### config.mk
export PLATFORM = sky130hd
export DESIGN_NAME = nalu_stream_ctrl
export DESIGN_NICKNAME = d
export VERILOG_FILES = /design/src/rtl/nalu_stream_ctrl.sv
export SDC_FILE = /design/constraint.sdc
export NUM_CORES = 1
export LEC_CHECK = 0
export BUFFER_PORTS_ARGS = -buffer_cell sky130_fd_sc_hd__buf_2
export CELL_PAD_IN_SITES_DETAIL_PLACEMENT = 0
export CELL_PAD_IN_SITES_GLOBAL_PLACEMENT = 1
export CORE_UTILIZATION = 42
export CTS_CLUSTER_SIZE = 12
export DETAILED_ROUTE_END_ITERATION = 6
export PLACE_DENSITY = 0.95
export SLEW_MARGIN = 5
export SYNTH_ARGS = -nofsm -noshare
export SYNTH_HDL_FRONTEND = slang
export SYNTH_SLANG_ARGS = --single-unit
### constraint.sdc
create_clock -name clk -period 9.5 [get_ports clk]
set_input_delay 0.95 -clock clk [delete_from_list [all_inputs] [get_ports clk]]
set_output_delay 0.95 -clock clk [all_outputs]
set_load 0.05 [all_outputs]
### src/rtl/nalu_stream_ctrl.sv
// NAL-unit stream sequencer: paces read_nalu, classifies detected units,
// dispatches VPS/SPS/PPS/slice headers to the parsers and detects end of stream.
module nalu_stream_ctrl #(
  parameter int BUF_AW     = 6,
  parameter int MIN_FREE   = 4,
  parameter int TAIL_BYTES = 4,
  parameter int TIMEOUT    = 65535
) (
  input  logic              clk,
  input  logic              rst,
  input  logic              start,
  input  logic [31:0]       stream_len,
  input  logic [31:0]       stream_mem_addr_in,
  input  logic [5:0]        nal_unit_type_in,
  input  logic              next_nalu_detected_in,
  output logic              next_nalu_detected_clr,
  output logic              nalu_en,
  output logic              rd_req,
  input  logic [BUF_AW:0]   rbsp_buf_free_in,
  output logic              parse_start,
  output logic [1:0]        parse_type,
  input  logic              parse_done_in,
  output logic [15:0]       nalu_count,
  output logic              busy,
  output logic              stream_end,
  output logic              timeout_err
);

  localparam int WDW = $clog2(TIMEOUT + 1);
  localparam logic [WDW-1:0] WD_LAST = WDW'(TIMEOUT - 1);
  localparam logic [BUF_AW:0] FREE_MIN = (BUF_AW + 1)'(MIN_FREE);

  typedef enum logic [2:0] {
    S_IDLE,
    S_RUN,
    S_DISP,
    S_PARSE,
    S_DONE
  } state_t;

  state_t          state_q, state_d;
  logic [31:0]     len_q, len_d;
  logic [15:0]     cnt_q, cnt_d;
  logic            err_q, err_d;
  logic [WDW-1:0]  wd_q, wd_d;
  logic [1:0]      ptype_q, ptype_d;

  logic            fetch_end;
  logic [32:0]     fetch_lim;
  logic            sup;
  logic [1:0]      mtype;
  logic            active;

  // 33-bit compare so len near 2^32 cannot wrap the limit
  assign fetch_lim = {1'b0, len_q} + 33'(TAIL_BYTES);
  assign fetch_end = {1'b0, stream_mem_addr_in} >= fetch_lim;

  always_comb begin
    sup   = 1'b1;
    mtype = 2'd0;
    unique case (nal_unit_type_in)
      6'd32:        mtype = 2'd0;
      6'd33:        mtype = 2'd1;
      6'd34:        mtype = 2'd2;
      6'd1, 6'd19:  mtype = 2'd3;
      default:      sup   = 1'b0;
    endcase
  end

  always_comb begin
    state_d = state_q;
    len_d   = len_q;
    cnt_d   = cnt_q;
    err_d   = err_q;
    wd_d    = wd_q;
    ptype_d = ptype_q;
    next_nalu_detected_clr = 1'b0;
    parse_start = 1'b0;
    unique case (state_q)
      S_IDLE, S_DONE: begin
        if (start) begin
          len_d   = stream_len;
          cnt_d   = '0;
          err_d   = 1'b0;
          state_d = S_RUN;
        end
      end
      S_RUN: begin
        if (fetch_end)                  state_d = S_DONE;
        else if (next_nalu_detected_in) state_d = S_DISP;
      end
      S_DISP: begin
        next_nalu_detected_clr = 1'b1;
        wd_d = '0;
        if (sup) begin
          parse_start = 1'b1;
          ptype_d     = mtype;
          state_d     = S_PARSE;
        end else begin
          state_d = S_RUN;
        end
      end
      S_PARSE: begin
        if (parse_done_in) begin
          if (cnt_q != 16'hFFFF) cnt_d = cnt_q + 16'd1;
          wd_d    = '0;
          state_d = fetch_end ? S_DONE : S_RUN;
        end else if (wd_q == WD_LAST) begin
          err_d   = 1'b1;
          state_d = S_DONE;
        end else begin
          wd_d = wd_q + 1'b1;
        end
      end
      default: state_d = S_IDLE;
    endcase
  end

  always_ff @(posedge clk) begin
    if (rst) begin
      state_q <= S_IDLE;
      len_q   <= '0;
      cnt_q   <= '0;
      err_q   <= 1'b0;
      wd_q    <= '0;
      ptype_q <= '0;
    end else begin
      state_q <= state_d;
      len_q   <= len_d;
      cnt_q   <= cnt_d;
      err_q   <= err_d;
      wd_q    <= wd_d;
      ptype_q <= ptype_d;
    end
  end

  assign active      = (state_q == S_RUN) || (state_q == S_DISP) ||
                       (state_q == S_PARSE);
  assign nalu_en     = active;
  assign busy        = active;
  assign stream_end  = (state_q == S_DONE);
  assign rd_req      = active && (rbsp_buf_free_in >= FREE_MIN) && !fetch_end;
  // Type is valid alongside the parse_start pulse, then held
  assign parse_type  = parse_start ? mtype : ptype_q;
  assign nalu_count  = cnt_q;
  assign timeout_err = err_q;

endmodule

# == Word-level counts from Yosys, hierarchy flattened ==
# Cells that the tools add are included.
# totals
reg_bits,70
latch_bits,0
ram_bits,0
romBits,0
wordCells,72
mem_count,0
# op_classes
n_addsub,3
n_mul,0
n_div,0
order_cmp,2
n_eq_ne,19
n_shift,0
n_mux,25
bitwise_logic,0
n_reduce_logical,17
# op_table
cell,count
$mux 16,5
$pmux 16 s2,2
$add 32x3->33 const B,1
$ge 32x33->1,1
$add 16x1->16 const B,2
$eq 6x6->1 const B,3
$mux 3,6
$eq 16x16->1 const B,1
$ne 16x16->1 const B,1
$pmux 3 s4,1
$ne 2x2->1 const B,5
$ne 3x3->1 const B,3
$reduce_and 4->1,2
$ge 7x3->1 const B,1
$mux 1,7
$eq 3x2->1 const B,2
$eq 6x1->1 const B,1
$eq 6x5->1 const B,1
$pmux 2 s3,1
$reduce_and 2->1,3
$reduce_or 5->1,1
$mux 2,2
$reduce_bool 2->1,2
$reduce_or 2->1,2
8 further kinds,10

# == Logic depth before layout (Yosys ltp) ==
# depth
word_depth,6
depth_mapped,18
depth_no_buf,16

# == Worst setup path after synthesis ==
# No wires, ideal clock.
# synth_timing
path_type,register to output
startpoint,reg len_q[2]
endpoint,out rd_req
arrival_ns,3.605
setup_slack_ns,4.945
stages_incl_launch_ff,18
path_cell_list,dfxtp_1 ha_1 nand2_1 nor2_1 and3_1 clkbuf_1 and4_1 buf_2 nand4_1 xor2_1 ha_1 nand4_1 nor4_1 a221oi_1 o221ai_1 a31oi_1 a31oi_4 nor2_1
# synth_between
elab_chain_len,4
# synth_rtl
element,line_no,text
from (decl),42,"logic [31:0] len_q, len_d;"
from (signal assigned),129,len_q <= len_d;
$add 32x3->33,55,"assign fetch_lim = {1'b0, len_q} + 33'(TAIL_BYTES);"
$ge 32x33->1,56,"assign fetch_end = {1'b0, stream_mem_addr_in} >= fetch_lim;"
$logic_not 1->1,142,assign rd_req = active && (rbsp_buf_free_in >= FREE_MIN) && !fetch_end;
$logic_and 1x1->1,142,
to (decl),18,"output logic rd_req,"
# No other way between the ends.

# == Final worst setup path ==
# Ends and elaborated chain as after synthesis.

==> run metrics <==
RSZ-0062 raised after global routing false; worst slew pin tran 1.048 ns; post-route ant nets 0; Final Slew Violations 0; vias between 3000 and 4000; Detailed Route Iter0 Violations 93; Worst-path clk slew approximately 0.07 ns; later-pin clock latency in the skew report 0.33 ns; most frequent cell after synthesis nand2_1; fmax a little under 0.2 GHz; DP Wirelength around 7500 µm; post-CTS sizing 0; cell area after placement between 0.004 and 0.005 mm²; Overall Global Routing Usage between 10% and 20%; GRT overflow 0; final worst-path cycle share a little over half; # rows 36; largest net degree at the start of global routing between 40 and 50; EDFF count, synth 0; number of global-route vias before repair between 3000 and 4000; GPL Wtd Cong around 0.79; largest area contributor in the netlist dfxtp_1; outcome finished, final reports clean; Yosys warning count 0; sequential cell area around 0.0014 mm²; Ant. Diodes 0; post-synth top area share 33.57%; Post CTS Setup Buffer Count 0; Max Cap Viol 0; P_leak between 2 and 2.5 nW; number of port buffers ~100; Finished Cell Area about 0.0050 mm²; Initial Utilization 43.10%; endpoints failing setup 0; sequential area share after synthesis 33.57%; CP Class reg -> out; Syn Nets ~650; Period minus WS final about 5.2 ns; global-route wire length before repair between 15000 and 20000 µm; critical path arrival around 4.2 ns; Post-synth top flop dfxtp_1; Mapped Cells 528; Avg Vias per Cell 5.176; CTS H-tree depth 3; synth top area cells dfxtp_1 34%, ha_1 11%, nand2_1 8.7%; most frequent cells after synthesis 97 x nand2_1, 70 x dfxtp_1, 57 x nor2_1; DRC 0; proportion of power drawn by the clock network 34.8%; CP Launch Type flip-flop; final count of hold timing violations 0; Int Pwr 0.0004706 W; TritonRoute pass-1 iters 4; CTS Hold Bufs 0; maximum vdd drop 73.86 µV; WL per Instance between 10 and 15 µm; Clock Path Buffers 2; Top Ports ~110; Num CTS Buffers 9; final net count around 740; fraction of layout cells with a size suffix above 1 between 15 and 20%; Req. time, crit path 8.55 ns; clock net sink count 70; Seq pwr share ~48%; DIE WIDTH roughly 100 µm; Syn-to-layout area delta 19.12%; area of the multi-input gates 0.002640 mm²; WL final slightly below 10000 µm; Mapped Area 0.004174 mm²; antenna violations before repair 0; Avg Inst Size Synth between 7 and 8 µm²; Worst Hold Class reg -> reg; CORE AREA a little under 0.01 mm²; worst-path maximum fanout 6; Filler Cells Inserted ~920; Sw Share roughly 28%; Async SR Flop Fraction 0%; combinational fraction of design power between 10% and 20%; full die area around 0.010 mm²; Seq cells post-synth 70; Chip Height just over 100 µm; Worst Skew between 0.01 and 0.015 ns; Crit. End Element output port; Power Density around 130 mW/mm²; synth unique cells 44; Root Buffer clkbuf_8; TritonCTS clock tree yes; Max-slew headroom 30.01%; setup tns final 0 ns; Psw approximately 0.00019 W
==> area by class of cell <==
type / count / area share [%]
Timing Repair Buffer: 106 / 10.77
Clock inverter: 4 / 0.9814
Tap cell: 133 / 3.347
Clock buffer: 11 / 2.642
Sequential cell: 70 / 28.18
Inverter: 13 / 0.9814
Multi-Input combinational cell: 424 / 53.10
==> worst paths after layout <==
check / start / to / slack [ns] / cells past startpoint
worst max-delay path: len_q[2] / rd_req / 4.35 / 16
worst min-delay path: len_q[1] / len_q[1] / 0.47 / 2
worst max register to register: len_q[2] / state_q[2] / 5.28 / 16
worst min register to register: len_q[1] / len_q[1] / 0.47 / 2
==> metrics by stage <==
step | utilization (%) | std cells | power, W | setup slack [ns] | hold WS, ns
2_1_floorplan | - | 528 | 0.0003961 | 4.945 | 0.4363
3_3_place_gp | 49.48 | 746 | 0.0004310 | 4.722 | 0.4451
3_5_place_dp | 49.48 | 746 | 0.0004361 | 4.671 | 0.4634
4_1_cts | 51.34 | 761 | 0.0006654 | 4.285 | 0.4741
5_1_grt | 51.34 | 761 | 0.0006951 | 3.940 | 0.4937
6_report | 51.34 | 761 | 0.0006571 | 4.346 | 0.4740
==> cell usage in the layout (no fill, tap or decap), types with 8 or more instances in the layout <==
cell type	instances
o21ai_0	13
nand2_1	97
xor2_1	37
ha_1	36
nor2_1	57
dfxtp_1	70
nand3_1	24
nor2b_1	11
buf_2	104
a21oi_1	46
inv_1	13
xnor2_1	20
and4_1	8
nand4_1	18
and3_1	10
clkbuf_8	9
==> registers in the layout (all words and copies together), names as in the netlist <==
| register | count |
|---|---|
| len_q | 32 |
| ptype_q | 2 |
| state_q | 3 |
| wd_q | 16 |
| nalu_count | 16 |
| timeout_err | 1 |
==> worst max-delay path, cell delays in order (launching register included) <==
cell	delay, ns
dfxtp_1	0.40
ha_1	0.24
nand2_1	0.07
nor2_1	0.19
and3_1	0.35
and4_1	0.42
nand4_1	0.16
xor2_1	0.17
ha_1	0.31
nand4_1	0.14
nor4_1	0.46
nand3_1	0.12
o221ai_1	0.17
a31oi_1	0.09
a31oi_4	0.30
nor2_1	0.08
buf_2	0.21
==> metal layers <==
| layer | share of wire (%) | vias to the layer above | global-route usage [%] |
|---|---|---|---|
| li1 | - | 2011 | - |
| met1 | 46 | 1839 | 23.29 |
| met2 | 49 | 79 | 35.24 |
| met3 | 4.0 | 10 | 4.279 |
| met4 | 1.1 | 0 | 5.574 |
| met5 | 0 | - | 0 |
==> power groups by stage <==
stage / Clock [W] / Sequential [W] / Combinational [W]
3_5_place_dp: 0 / 0.000323 / 0.000113
4_1_cts: 0.000236 / 0.000317 / 0.000113
5_1_grt: 0.000248 / 0.000318 / 0.000128
6_report: 0.000229 / 0.000317 / 0.000112
3_3_place_gp: 0 / 0.000323 / 0.000108
2_1_floorplan: 0 / 0.000322 / 0.0000736
==> cells by family (layout without fill, tap and decap cells) <==
family	Yosys count	in the layout	share of synthesized area, %
AND/OR/NAND/NOR	246	246	27.61
flip-flops	70	70	33.57
buffers and inverters	34	134	3.177
multiplexers	1	1	0.2398
AO/OA/AOI/OAI	84	84	12.65
XOR/XNOR	57	57	11.96
adder cells (fa/ha/maj)	36	36	10.79
No activity file was read; power rests on OpenSTA's default activity.
